**src/rtl/lsu_pkg.sv**
```systemverilog
// Shared types and encodings for the load/store unit.
// Size codes, FSM states and the registered request record.
package lsu_pkg;

   localparam logic [1:0] SZ_B = 2'd0;
   localparam logic [1:0] SZ_H = 2'd1;
   localparam logic [1:0] SZ_W = 2'd2;

   localparam int         MASK_W    = 8;
   localparam logic [3:0] WORD_MASK = 4'hF;

   typedef enum logic [1:0] {
      ST_IDLE,
      ST_ACCESS,
      ST_RESP
   } state_t;

   typedef struct packed {
      logic        wen;
      logic [31:0] addr;
      logic [31:0] wdata;
      logic [1:0]  size;
      logic        sgn;
   } req_t;

endpackage

```
**src/rtl/lsu_align.sv**
```systemverilog
// Byte-lane steering for the LSU: store mask/replication, load extract/extend, misalign detect.
// Purely combinational; no state and no flow control.
module lsu_align
   import lsu_pkg::*;
(
   input  logic [1:0]        i_size,
   input  logic [1:0]        i_off,
   input  logic              i_signed,
   input  logic [31:0]       i_wdata,
   input  logic [31:0]       i_rdata,
   output logic [MASK_W-1:0] o_wmask,
   output logic [31:0]       o_wdata,
   output logic [31:0]       o_rdata,
   output logic              o_misalign
);

   logic [31:0] w_shift;
   logic [3:0]  w_mask4;

   always_comb begin
      w_shift    = i_rdata >> {i_off, 3'b000};
      w_mask4    = '0;
      o_wdata    = '0;
      o_rdata    = '0;
      o_misalign = 1'b0;
      case (i_size)
         SZ_B: begin
            w_mask4 = 4'b0001 << i_off;
            o_wdata = {4{i_wdata[7:0]}};
            o_rdata = {{24{i_signed & w_shift[7]}}, w_shift[7:0]};
         end
         SZ_H: begin
            o_misalign = i_off[0];
            w_mask4    = 4'b0011 << i_off;
            o_wdata    = {2{i_wdata[15:0]}};
            o_rdata    = {{16{i_signed & w_shift[15]}}, w_shift[15:0]};
         end
         SZ_W: begin
            o_misalign = (i_off != 2'b00);
            w_mask4    = WORD_MASK;
            o_wdata    = i_wdata;
            o_rdata    = i_rdata;
         end
         default: o_misalign = 1'b1;
      endcase
   end

   // Upper mask nibble exists only to match the memory block's port width.
   assign o_wmask = {{(MASK_W-4){1'b0}}, w_mask4};

endmodule

```
**src/rtl/lsu.sv**
```systemverilog
// Load/store unit: one request in flight, IDLE -> ACCESS (MEM_LAT cycles) -> RESP; misaligned skips ACCESS.
// Request accepted only in IDLE; response held in RESP until out_ready.
module lsu
   import lsu_pkg::*;
#(
   parameter int MEM_LAT = 1
) (
   input  logic              clk,
   input  logic              rst_n,
   input  logic              in_valid,
   output logic              in_ready,
   input  logic              in_wen,
   input  logic [31:0]       in_addr,
   input  logic [31:0]       in_wdata,
   input  logic [1:0]        in_size,
   input  logic              in_signed,
   output logic              out_valid,
   input  logic              out_ready,
   output logic [31:0]       out_rdata,
   output logic              out_err,
   output logic              mem_valid,
   output logic [31:0]       mem_raddr,
   input  logic [31:0]       mem_rdata,
   output logic              mem_wen,
   output logic [31:0]       mem_waddr,
   output logic [31:0]       mem_wdata,
   output logic [MASK_W-1:0] mem_wmask
);

   localparam int               CNT_W    = 4;
   localparam logic [CNT_W-1:0] CNT_ONE  = CNT_W'(1);
   localparam logic [CNT_W-1:0] CNT_LOAD = CNT_W'(MEM_LAT - 1);

   state_t            r_state;
   state_t            w_state_nxt;
   req_t              r_req;
   req_t              w_req_in;
   req_t              w_req_cur;
   logic [CNT_W-1:0]  r_cnt;
   logic [31:0]       r_rdata;
   logic              r_err;
   logic              w_hs;
   logic [MASK_W-1:0] w_wmask;
   logic [31:0]       w_wdata;
   logic [31:0]       w_rdata;
   logic              w_misalign;

   assign w_req_in.wen   = in_wen;
   assign w_req_in.addr  = in_addr;
   assign w_req_in.wdata = in_wdata;
   assign w_req_in.size  = in_size;
   assign w_req_in.sgn   = in_signed;

   // The aligner sees the live request in IDLE (for the misalign decision) and the held one afterwards.
   assign w_req_cur = (r_state == ST_IDLE) ? w_req_in : r_req;
   assign w_hs      = in_valid & (r_state == ST_IDLE);

   lsu_align u_align (
      .i_size     (w_req_cur.size),
      .i_off      (w_req_cur.addr[1:0]),
      .i_signed   (w_req_cur.sgn),
      .i_wdata    (w_req_cur.wdata),
      .i_rdata    (mem_rdata),
      .o_wmask    (w_wmask),
      .o_wdata    (w_wdata),
      .o_rdata    (w_rdata),
      .o_misalign (w_misalign)
   );

   always_ff @(posedge clk or negedge rst_n) begin
      if (!rst_n) begin
         r_state <= ST_IDLE;
      end else begin
         r_state <= w_state_nxt;
      end
   end

   always_comb begin
      w_state_nxt = r_state;
      in_ready    = 1'b0;
      out_valid   = 1'b0;
      mem_valid   = 1'b0;
      mem_raddr   = '0;
      mem_waddr   = '0;
      mem_wen     = 1'b0;
      mem_wdata   = '0;
      mem_wmask   = '0;
      case (r_state)
         ST_IDLE: begin
            in_ready = 1'b1;
            if (w_hs) begin
               w_state_nxt = w_misalign ? ST_RESP : ST_ACCESS;
            end
         end
         ST_ACCESS: begin
            mem_valid = 1'b1;
            mem_raddr = {r_req.addr[31:2], 2'b00};
            mem_waddr = {r_req.addr[31:2], 2'b00};
            if (r_req.wen) begin
               mem_wdata = w_wdata;
               mem_wmask = w_wmask;
               // Strobe only in the last cycle so a long access writes once.
               mem_wen   = (r_cnt == '0);
            end
            if (r_cnt == '0) begin
               w_state_nxt = ST_RESP;
            end
         end
         ST_RESP: begin
            out_valid = 1'b1;
            if (out_ready) begin
               w_state_nxt = ST_IDLE;
            end
         end
         default: w_state_nxt = ST_IDLE;
      endcase
   end

   always_ff @(posedge clk or negedge rst_n) begin
      if (!rst_n) begin
         r_req   <= '0;
         r_cnt   <= '0;
         r_rdata <= '0;
         r_err   <= 1'b0;
      end else begin
         case (r_state)
            ST_IDLE: begin
               if (w_hs) begin
                  r_req   <= w_req_in;
                  r_err   <= w_misalign;
                  r_rdata <= '0;
                  r_cnt   <= w_misalign ? '0 : CNT_LOAD;
               end
            end
            ST_ACCESS: begin
               if (r_cnt != '0) begin
                  r_cnt <= r_cnt - CNT_ONE;
               end else begin
                  r_rdata <= r_req.wen ? '0 : w_rdata;
               end
            end
            ST_RESP: begin
               if (out_ready) begin
                  r_rdata <= '0;
                  r_err   <= 1'b0;
               end
            end
            default: begin
               r_cnt <= '0;
            end
         endcase
      end
   end

   assign out_rdata = r_rdata;
   assign out_err   = r_err;

endmodule

```
**config.mk**
```make
export PLATFORM = sky130hd
export DESIGN_NAME = lsu
export DESIGN_NICKNAME = d
export VERILOG_FILES = /design/src/rtl/lsu_pkg.sv /design/src/rtl/lsu_align.sv /design/src/rtl/lsu.sv
export SDC_FILE = /design/constraint.sdc
export NUM_CORES = 1
export LEC_CHECK = 0
export BUFFER_PORTS_ARGS = -buffer_cell sky130_fd_sc_hd__buf_2
export CORE_MARGIN = 2
export CORE_UTILIZATION = 40
export CTS_BUF_LIST = sky130_fd_sc_hd__clkbuf_4
export DETAILED_ROUTE_END_ITERATION = 6
export PLACE_DENSITY = 0.7
export SLEW_MARGIN = 20
export SYNTH_ARGS = -nofsm -noshare
export SYNTH_HDL_FRONTEND = slang
export SYNTH_HIERARCHICAL = 1
export SYNTH_SLANG_ARGS = --single-unit
```
**constraint.sdc**
```tcl
create_clock -name clk -period 2.9 [get_ports clk]
set_input_delay 0.145 -clock clk [delete_from_list [all_inputs] [get_ports clk]]
set_output_delay 0.145 -clock clk [all_outputs]
set_load 0.05 [all_outputs]
```
==> reports/results.ini <==
[critical_path]
critPathTopFamily = multiplexers
rrSetupSlack_ns = 0.32
worst-path-max-fanout = 17
critPathSlowestCell = dfrtp_1
reg2reg_depth = 8
crit_path_end_kind = primary output
cp_data_arrival_time_ns = 2.65
cp_num_buf_inv = 3
path_cells = nor2_4 -> buf_4 -> buf_12 -> mux2_2 -> mux2i_1 -> nor2_2 -> a21o_1 -> and3_1 -> clkbuf_4
rr_endpoint = out_rdata[26]
r2r-start = r_state[0]
worstSetupPathType = reg2out
crit_path_max_incr_delay_ns = 0.44
startpoint_type = flip-flop
crit_required_ns = 2.76

[cts]
clk_latency_ns = 0.48
clock_sinks = 107
clk_pin_slew_ns = 0.17
root_buffer = clkbuf_4
cts_made_buffers = 9
cts_tree = done
cts-htree-levels = 3
cts_buffer_depth = 2

[logic_synthesis]
synth-seq-cells = 107
syn_inst = 612
ys_warn_count = 6
ys_seq_area_share_pct = 40.8
synth_area_leader_cell = dfrtp_1
synth.distinct_cells = 43
synth_top_area_share_pct = 40.8
ys.flop_type = dfrtp_1
syn_area_mm2 = 0.00656
syn_avg_cell_area_um2 = 10.7
yosys-top-cells-area = dfrtp_1 (41%), mux2_2 (18%), a32o_1 (4.9%)
synthArstFlopShare_pct = 100
synth_enable_flop_cells = 0

[sta]
period_needed_ns = 2.80
rsz0062_at_grt = yes
max-slew-margin-rel_pct = 59.3
fin_crit_sh_pct = 96.4
fmax_mhz = 358
worstMarginPinSlew_ns = 0.610
setup_violations = 0
hold_viol_final = 0
maxSlewViolCount = 0
fin_skew_ns = 0.0180

[placed_design]
portBuffers = 236
routabilityCongestion = 0.889
numPlacedInstances = 996
hpwl_mm = 12.9

[routing]
drtIter0Drc = 405
postRouteAntennaNets = 0
vias_per_cell = 5.24
num_vias = 5704
drc_errors = 0
wl_per_cell_um = 17.7
wirelength_mm = 19.2
firstDrtPassIters = 5

[final_layout]
layout_commonest_cell = buf_2
fillers = 1452
drive_above_1_share_pct = 45.8
stdcell_count = 1089
syn2layout_area_growth_pct = 31.3
layout_common_cells = buf_2 (229), dfrtp_1 (107), mux2_2 (101), dlygate4sd3_1 (71), and3_1 (39)
final_nets = 973

[global_routing]
overflow = 0
grt_pass1_wl_mm = 30.2
antenna_found_initial = 1
grt_pass1_vias = 5709
grt_max_degree = 44
grt_util_all_layers_pct = 21.4

[floorplanning]
die_area_mm2 = 0.0174
coreArea_mm2 = 0.0159
rows = 46
ioPinCount = 245
start_util_pct = 41.1
fp.dieW_um = 132
fp.dieH_um = 132

[power_and_ir_drop]
power_density_mw_per_mm2 = 1030
power.total_mw = 8.88
power.leakage_nw = 4.55
vdd_drop_max_mv = 0.388

[run_status]
status = completed

[min_path]
worstHoldStart = mem_rdata[3]
whs_endpoint = out_rdata[3]
worst_hold_path.num_cells = 4
hp-class = in2reg

[flow_run]
cap_violations = 0

==> sequential cells by signal (all words and copies together) (netlist names) <==
signal and count:
r_cnt 4, r_state 2, out_err 1, r_req 68
out_rdata 32
==> layer usage <==
| layer | wire (um) | up-vias | track usage (%) |
|---|---|---|---|
| met5 | 0 | - | 0 |
| met2 | 9490 | 174 | 35.9 |
| met3 | 874 | 28 | 2.69 |
| met4 | 385 | 0 | 7.55 |
| met1 | 8490 | 2814 | 28.5 |
| li1 | - | 2688 | - |
==> cell usage after synthesis, drive strengths merged, types with 3 or more instances <==
| master | count |
|---|---|
| o22ai | 3 |
| a32o | 32 |
| nand2 | 23 |
| dfrtp | 107 |
| and2 | 30 |
| a22o | 7 |
| nor3 | 4 |
| mux2i | 15 |
| a221o | 8 |
| nor2 | 20 |
| and3 | 40 |
| nand2b | 5 |
| o21ai | 22 |
| a21o | 32 |
| nor2b | 8 |
| buf | 67 |
| a22oi | 8 |
| mux2 | 113 |
| inv | 13 |
| a21oi | 14 |
| clkbuf | 26 |
==> through the flow <==
stage	hold slack (ns)	util (%)	TNS (ns)	cell area, um2	setup WS [ns]
3_3_place_gp	0.180	47.9	0	7640	0.422
2_1_floorplan	-0.151	-	0	6580	0.111
4_1_cts	0.0117	53.4	0	8510	0.0386
6_report	0.0571	54.0	0	8610	0.104
3_5_place_dp	0.182	47.9	0	7640	0.391
5_1_grt	0.0332	54.0	-0.0745	8610	-0.0518
==> where the power goes <==
| part | switching (mW) | internal [mW] |
|---|---|---|
| sequential | 0.316 | 2.11 |
| clock | 0.534 | 0.268 |
| combinational | 3.44 | 2.22 |
==> cell type report <==
cell class | count | area, um2 | area share, %
clock buffer | 9 | 67.6 | 0.785
antenna | 1 | 2.50 | 0.0291
timing repair buffer | 330 | 2130 | 24.7
tap | 216 | 270 | 3.14
clock inverter | 7 | 76.3 | 0.886
inverter | 13 | 50.0 | 0.581
multi-input combinational | 406 | 3340 | 38.8
sequential | 107 | 2680 | 31.1
==> worst min-delay path, cell delays in order <==
cell and delay, ns:
buf_2 0.08, nand2_1 0.03, o21ai_0 0.07, a32o_1 0.16
==> cell families (layout without fill, tap and decap cells) <==
family	count (synthesis)	after routing	share of synthesized area [%]
mux	129	130	22.0
flops	107	107	40.8
simple gates	134	134	11.4
buf+inv	106	359	9.39
fa+ha+maj	2	2	0.382
xor+xnor	1	1	0.134
compound gates	131	131	15.7
other cells	2	9	0.115
==> how the worst max path moves through the flow <==
stage | endpoint | startpoint | depth (start not counted)
final | mem_wdata[10] | r_state[0] | 9
after global routing | mem_wmask[2] | r_state[0] | 7
after CTS | mem_wdata[11] | r_state[0] | 8
after detailed placement | out_rdata[24] | r_state[0] | 7
after global placement | out_rdata[22] | r_state[0] | 7
after floorplan | out_rdata[21] | r_state[1] | 12
==> what timing repair did <==
item,in CTS,in global routing
buffers inserted,0,3
hold endpoints to repair,109,0
gates cloned,0,2
gates resized for setup,5,13
pin swaps,0,0
setup endpoints to repair,25,27
hold buffers,71,0
Note: power is estimated with default switching activity, not from simulation.
